File: src/rtl/ila_trace_pkg.sv
// Shared types and widths for the hart trace mux.
// Record layout, field widths, hart-id width helper.
package ila_trace_pkg;

  localparam int PC_W_D     = 40;
  localparam int XLEN_D     = 64;
  localparam int TS_W_D     = 32;
  localparam int INSTR_W    = 32;
  localparam int RADDR_W    = 5;
  localparam int DROP_CNT_W = 16;

  typedef struct packed {
    logic [TS_W_D-1:0]  ts;
    logic [XLEN_D-1:0]  rd_wdata;
    logic [RADDR_W-1:0] rd_waddr;
    logic               rd_wen;
    logic [INSTR_W-1:0] instr;
    logic [PC_W_D-1:0]  pc;
  } ila_rec_t;

  function automatic int hart_w(input int n);
    return (n > 1) ? $clog2(n) : 1;
  endfunction

  function automatic int rec_w(
    input int pc_w,
    input int xlen,
    input int ts_w
  );
    return ts_w + xlen + RADDR_W + 1 + INSTR_W + pc_w;
  endfunction

endpackage

File: src/rtl/ila_trace_fifo.sv
// Per-hart synchronous record FIFO, DEPTH entries (power of two).
// Ports: clk, rst_n, push, pop, wdata, rdata, full, empty.
module ila_trace_fifo #(
  parameter int W     = 8,
  parameter int DEPTH = 8
) (
  input  logic         clk,
  input  logic         rst_n,
  input  logic         push,
  input  logic         pop,
  input  logic [W-1:0] wdata,
  output logic [W-1:0] rdata,
  output logic         full,
  output logic         empty
);

  localparam int AW = $clog2(DEPTH);

  logic [AW:0]  wptr;
  logic [AW:0]  rptr;
  logic [W-1:0] mem [DEPTH];
  logic         do_push;
  logic         do_pop;

  assign empty = (wptr == rptr);
  assign full  = (wptr[AW] != rptr[AW]) &&
                 (wptr[AW-1:0] == rptr[AW-1:0]);

  // A pop frees the slot the push lands in,
  // so a full FIFO still takes a push that cycle.
  assign do_pop  = pop & ~empty;
  assign do_push = push & (~full | do_pop);
  assign rdata   = mem[rptr[AW-1:0]];

  always_ff @(posedge clk or negedge rst_n) begin
    if (!rst_n) begin
      wptr <= '0;
      rptr <= '0;
    end else begin
      if (do_push) wptr <= wptr + 1'b1;
      if (do_pop)  rptr <= rptr + 1'b1;
    end
  end

  always_ff @(posedge clk) begin
    if (do_push) mem[wptr[AW-1:0]] <= wdata;
  end

endmodule

File: src/rtl/ila_trace_mux.sv
// Serialises per-hart commit traces onto one valid/ready stream.
// Per-hart FIFOs, round-robin drain, drop counters, registered output.
// Ports: uncoreclk, uncorerst_n, enable, clear, in_* (hart-sliced),
//   out_valid/out_ready, out_hartid, out_* record, drop_cnt, overflow.
// Option: ILA_TRACE_TS_EN adds a capture timestamp driven on out_time.
module ila_trace_mux
  import ila_trace_pkg::*;
#(
  parameter int NHARTS = 2,
  parameter int DEPTH  = 8,
  parameter int PC_W   = PC_W_D,
  parameter int XLEN   = XLEN_D,
  parameter int TS_W   = TS_W_D,
  localparam int HART_W = hart_w(NHARTS)
) (
  input  logic                         uncoreclk,
  input  logic                         uncorerst_n,
  input  logic [NHARTS-1:0]            enable,
  input  logic                         clear,
  input  logic [NHARTS-1:0]            in_valid,
  input  logic [NHARTS*PC_W-1:0]       in_pc,
  input  logic [NHARTS*INSTR_W-1:0]    in_instr,
  input  logic [NHARTS-1:0]            in_rd_wen,
  input  logic [NHARTS*RADDR_W-1:0]    in_rd_waddr,
  input  logic [NHARTS*XLEN-1:0]       in_rd_wdata,
  output logic                         out_valid,
  input  logic                         out_ready,
  output logic [HART_W-1:0]            out_hartid,
  output logic [PC_W-1:0]              out_pc,
  output logic [INSTR_W-1:0]           out_instr,
  output logic                         out_rd_wen,
  output logic [RADDR_W-1:0]           out_rd_waddr,
  output logic [XLEN-1:0]              out_rd_wdata,
  output logic [TS_W-1:0]              out_time,
  output logic [NHARTS*DROP_CNT_W-1:0] drop_cnt,
  output logic [NHARTS-1:0]            overflow
);

`ifdef ILA_TRACE_TS_EN
  localparam int REC_W = rec_w(PC_W, XLEN, TS_W);
`else
  localparam int REC_W = rec_w(PC_W, XLEN, 0);
`endif

  logic [NHARTS-1:0] cap;
  logic [NHARTS-1:0] pop;
  logic [NHARTS-1:0] full;
  logic [NHARTS-1:0] empty;
  logic [NHARTS-1:0] drop;
  logic [REC_W-1:0]  wrec [NHARTS];
  logic [REC_W-1:0]  rrec [NHARTS];
  logic [REC_W-1:0]  sel;
  logic [HART_W-1:0] ptr;
  logic [HART_W-1:0] ptr_nxt;
  logic [HART_W-1:0] grant;
  logic              found;
  logic              load;

`ifdef ILA_TRACE_TS_EN
  logic [TS_W-1:0] ts;
  logic [TS_W-1:0] out_time_q;

  always_ff @(posedge uncoreclk or negedge uncorerst_n) begin
    if (!uncorerst_n) ts <= '0;
    else              ts <= ts + 1'b1;
  end

  assign out_time = out_time_q;
`else
  assign out_time = '0;
`endif

  assign cap  = in_valid & enable;
  assign drop = cap & full & ~pop;

  for (genvar i = 0; i < NHARTS; i++) begin : g_hart
    logic [DROP_CNT_W-1:0] cnt_q;
    logic                  ovf_q;

    assign wrec[i] = {
`ifdef ILA_TRACE_TS_EN
      ts,
`endif
      in_rd_wdata[i*XLEN +: XLEN],
      in_rd_waddr[i*RADDR_W +: RADDR_W],
      in_rd_wen[i],
      in_instr[i*INSTR_W +: INSTR_W],
      in_pc[i*PC_W +: PC_W]
    };

    ila_trace_fifo #(
      .W     (REC_W),
      .DEPTH (DEPTH)
    ) u_fifo (
      .clk   (uncoreclk),
      .rst_n (uncorerst_n),
      .push  (cap[i]),
      .pop   (pop[i]),
      .wdata (wrec[i]),
      .rdata (rrec[i]),
      .full  (full[i]),
      .empty (empty[i])
    );

    // clear outranks a same-cycle drop
    always_ff @(posedge uncoreclk or negedge uncorerst_n) begin
      if (!uncorerst_n) begin
        cnt_q <= '0;
        ovf_q <= 1'b0;
      end else if (clear) begin
        cnt_q <= '0;
        ovf_q <= 1'b0;
      end else if (drop[i]) begin
        ovf_q <= 1'b1;
        if (cnt_q != '1) cnt_q <= cnt_q + 1'b1;
      end
    end

    assign drop_cnt[i*DROP_CNT_W +: DROP_CNT_W] = cnt_q;
    assign overflow[i] = ovf_q;
  end

  // Round-robin: harts at/above ptr first, then wrap below it.
  always_comb begin
    found = 1'b0;
    grant = '0;
    for (int j = 0; j < NHARTS; j++) begin
      if (!found && !empty[j] && j >= int'(ptr)) begin
        found = 1'b1;
        grant = HART_W'(j);
      end
    end
    for (int j = 0; j < NHARTS; j++) begin
      if (!found && !empty[j] && j < int'(ptr)) begin
        found = 1'b1;
        grant = HART_W'(j);
      end
    end
  end

  assign load    = ~out_valid | out_ready;
  assign sel     = rrec[grant];
  assign ptr_nxt = (int'(grant) == NHARTS - 1) ?
                   '0 : grant + 1'b1;

  always_comb begin
    pop = '0;
    if (load && found) pop[grant] = 1'b1;
  end

  always_ff @(posedge uncoreclk or negedge uncorerst_n) begin
    if (!uncorerst_n) begin
      out_valid    <= 1'b0;
      out_hartid   <= '0;
      out_pc       <= '0;
      out_instr    <= '0;
      out_rd_wen   <= 1'b0;
      out_rd_waddr <= '0;
      out_rd_wdata <= '0;
`ifdef ILA_TRACE_TS_EN
      out_time_q   <= '0;
`endif
      ptr          <= '0;
    end else if (load) begin
      out_valid <= found;
      if (found) begin
        out_hartid <= grant;
        ptr        <= ptr_nxt;
        {
`ifdef ILA_TRACE_TS_EN
          out_time_q,
`endif
          out_rd_wdata,
          out_rd_waddr,
          out_rd_wen,
          out_instr,
          out_pc
        } <= sel;
      end
    end
  end

endmodule

File: config.mk
export PLATFORM = sky130hd
export DESIGN_NAME = ila_trace_mux
export DESIGN_NICKNAME = d
export VERILOG_FILES = /design/src/rtl/ila_trace_pkg.sv /design/src/rtl/ila_trace_fifo.sv /design/src/rtl/ila_trace_mux.sv
export SDC_FILE = /design/constraint.sdc
export NUM_CORES = 2
export LEC_CHECK = 0
export BUFFER_PORTS_ARGS = -buffer_cell sky130_fd_sc_hd__buf_2
export CAP_MARGIN = 5
export CELL_PAD_IN_SITES_DETAIL_PLACEMENT = 0
export CELL_PAD_IN_SITES_GLOBAL_PLACEMENT = 1
export CORE_ASPECT_RATIO = 0.7
export CORE_UTILIZATION = 49
export CTS_CLUSTER_DIAMETER = 40
export DETAILED_ROUTE_END_ITERATION = 8
export GPL_TIMING_DRIVEN = 0
export PLACE_DENSITY_LB_ADDON = 0.1
export SETUP_SLACK_MARGIN = 0.4
export SYNTH_ARGS = -nofsm -noshare
export SYNTH_HDL_FRONTEND = slang
export SYNTH_SLANG_ARGS = --single-unit
File: constraint.sdc
create_clock -name uncoreclk -period 22.2 [get_ports uncoreclk]
set_input_delay 4.44 -clock uncoreclk [delete_from_list [all_inputs] [get_ports uncoreclk]]
set_output_delay 4.44 -clock uncoreclk [all_outputs]
set_load 0.03 [all_outputs]
==> key figures <==
Critical path
  – Critical path class: in -> reg
  – Slowest cell delay on critical path: 0.64 ns
  – CP top delay family: buffers and inverters
  – Worst Path Required: 22.78 ns
  – Slowest CP cell: nor4b_2
  – Worst setup EP type: flop
  – CP max FO: 9
  – CP Data Arrival Time: 7.81 ns
  – Number of buffers and inverters on the critical path: 10
  – Worst path most repeated cell: buf_4
  – Startpoint Class: input port
  – CP cell instances: buf_2, nand2b_1, a21boi_1, or2_2, buf_2, nor4b_2, buf_4, buf_4, buf_4, buf_4, buf_4, buf_4, buf_6, buf_4

Synthesis
  – Seq/Total Area, Yosys: 0.781
  – Synth Instances: 4113
  – Avg Inst Size Synth: 22.8 um2
  – Area share of the largest cell type after synthesis: 0.728
  – Distinct cells, synth: 52
  – Synth warn: 0
  – Synth area leader: edfxtp_1
  – Post-synth EDFFs: 2272
  – Top post-synthesis cells by area: edfxtp_1, mux4_2, dfrtp_1
  – Ys flop type: edfxtp_1
  – Asr flop ratio synth: 0.0790
  – Seq cells post-synth: 2467
  – Post-synthesis cell area: 93700 um2

Floorplan
  – Chip width: 525 um
  – Full die area: 193000 um2
  – Core area: 189000 um2
  – Initial Utilization: 0.496
  – Die height: 368 um
  – Num rows: 133
  – IO Count: 502

GRT
  – Number of global-route vias before repair: 47104
  – Tot GR Track Use: 0.251
  – Largest net degree at the start of global routing: 86
  – Initial antenna violation count: 114
  – Met1 GRT Util: 0.367
  – GR peak layer: met2
  – Met2 GRT Util: 0.387
  – Total gr overflow: 0
  – First-pass GRT wire length: 344000 um
  – Grt met3 use: 0.0530

CTS
  – CTS tree: done
  – H-tree levels: 5
  – Post-CTS Setup Inserts: 0
  – Worst-case clock buffer depth: 4
  – Cts hold-fix bufs: 0
  – Num Clock Sinks: 2467
  – CTS clock-pin slew for the worst setup and hold paths: 0.06 ns
  – Post-cts resize count: 0
  – Clock Latency Late Sink: 0.90 ns
  – Num CTS Buffers: 282
  – Root Driver: clkbuf_16

Placed design
  – Gp weighted congestion: 0.738
  – Worst Setup Slack post-DPL: 14.07 ns
  – DP HPWL: 165000 um
  – Port buffer count: 468

Timing
  – Hold Vio Cnt, Final: 0
  – Final setup fails: 0
  – Min cycle time layout: 7.23 ns
  – Worst slew pin tran: 1.34 ns
  – Fmax: 138 MHz
  – Max transition margin: 0.105
  – Clock skew: 0.0600 ns
  – Setup TNS: 0 ns
  – Worst Slack Setup Final: 14.97 ns
  – Final Max Slew Viols: 0
  – Fin crit share: 0.326
  – Worst Hold Margin: 0.471 ns
  – Unrepaired setup endpoints after global routing: no

Cells and area
  – Sequential cell area: 73100 um2
  – Most frequent cells in the layout: edfxtp_1, buf_2, mux4_2, clkbuf_16, mux2i_1
  – Fillers: 13614
  – Area occupied by multi-input gates: 19500 um2
  – Area Growth Syn to Fin: 19.2%
  – Share of layout cells above drive strength 1: 0.357
  – Fin nets: 5510
  – Most common cell after layout, fill and taps aside: edfxtp_1

Routing
  – Initial DRC Count: 4631
  – Vias/cell: 5.86
  – Antenna viol nets, final: 0
  – Final WL: 240000 um
  – Wire per inst: 30.3 um
  – Vias: 46477
  – Initial DRT Pass Iterations: 7
  – # DRC: 0

Status
  – Outcome: finished clean

Pwr
  – Pwr dens: 130 nW/um2
  – Leakage: 39.1 nW
  – Maximum VDD drop: 76.7 uV

Run
  – Number of max-cap violations: 0

Hold path
  – Worst hold path type: reg -> reg
-- flip-flops by register name, summed over array words and instances, names as in the netlist --
signal              count
out_rd_wen              1
out_instr              32
g_hart.u_fifo.mem    2272
out_valid               1
out_pc                 40
g_hart.u_fifo.rptr      8
g_hart.u_fifo.wptr      8
out_hartid              1
g_hart.cnt_q           32
g_hart.ovf_q            2
out_rd_waddr            5
ptr                     1
out_rd_wdata           64
-- Yosys cell counts (5+ instances only) --
cell,n
edfxtp_1,2272
mux4_2,568
mux2i_1,284
dfrtp_1,195
a21o_1,143
o22ai_1,141
clkbuf_1,118
buf_2,108
buf_4,36
a21oi_1,22
nor2_1,21
nand2_1,20
mux2_2,15
nand3_1,15
or4_1,15
xor2_1,15
nor2b_1,13
o31ai_1,13
nor4_1,12
inv_1,8
ha_1,6
nor4b_1,6
xnor2_1,6
nand4_1,5
nor3_1,5
or3_1,5
-- kinds of logic (layout without fill, tap and decap cells) --
family | count (synthesis) | in the layout | share of synthesized area
flip-flops | 2467 | 2467 | 0.781
multiplexers | 869 | 869 | 0.169
other | 1 | 55 | 0.0000400
AO/OA/AOI/OAI | 337 | 337 | 0.0247
buffers and inverters | 273 | 1535 | 0.0138
AND/OR/NAND/NOR | 139 | 139 | 0.00910
adder cells (fa/ha/maj) | 6 | 6 | 0.000802
XOR/XNOR | 21 | 21 | 0.00196
-- power by group --
group / switching [mW] / internal [mW]
logic: 2.55 / 1.79
registers: 0.176 / 5.58
clock network: 1.82 / 2.60
-- area by class of cell --
type                    instances  area share
clock inverters               109     0.00948
clock buffers                 369      0.0687
diodes                         23    0.000515
repair buffers                784      0.0523
flip-flops and latches       2467       0.655
plain buffers                 265      0.0114
well taps                    2497      0.0280
multi-input cells            1404       0.175
inverters                       8    0.000269
-- worst reg2reg max path: stages (launching register included) --
cell and delay, ns:
dfrtp_1 0.33, clkbuf_1 0.80, xor2_1 0.20, or4b_1 0.51, buf_2 0.19, a21o_1 0.24, a21o_1 0.18, buf_2 0.21
nor4b_4 0.95, buf_16 0.23, buf_6 0.17, buf_6 0.17, buf_8 0.17, buf_6 0.20, buf_8 0.19, buf_8 0.19
buf_6 0.21
-- metal layers --
layer	wire length (um)	vias to the layer above
li1	-	19613
met1	104000	24712
met2	114000	1620
met3	16900	462
met4	5400	70
met5	443	-
-- per-stage QoR --
stage,utilization,area (um2),power (mW),instances
3_3_place_gp,0.525,99200,10.4,7109
4_1_cts,0.591,112000,14.7,7903
5_1_grt,0.591,112000,15.1,7916
3_5_place_dp,0.545,103000,10.3,7425
2_1_floorplan,-,93800,8.70,4144
6_report,0.591,112000,14.5,7926
-- final timing paths --
path	startpoint	end	slack, ns	cells after the start
max	out_ready	g_hart[1].u_fifo.mem[2][138]	14.97	14
min in group asynchronous	uncorerst_n	out_rd_wdata[33]	3.43	1
max in group asynchronous	uncorerst_n	out_pc[24]	17.75	2
min reg2reg	out_pc[28]	out_pc[28]	0.47	1
max reg2reg	g_hart[1].u_fifo.rptr[2]	g_hart[0].u_fifo.mem[4][43]	16.75	16
min	out_pc[28]	out_pc[28]	0.47	1
Power figures use the tool's default switching activity.
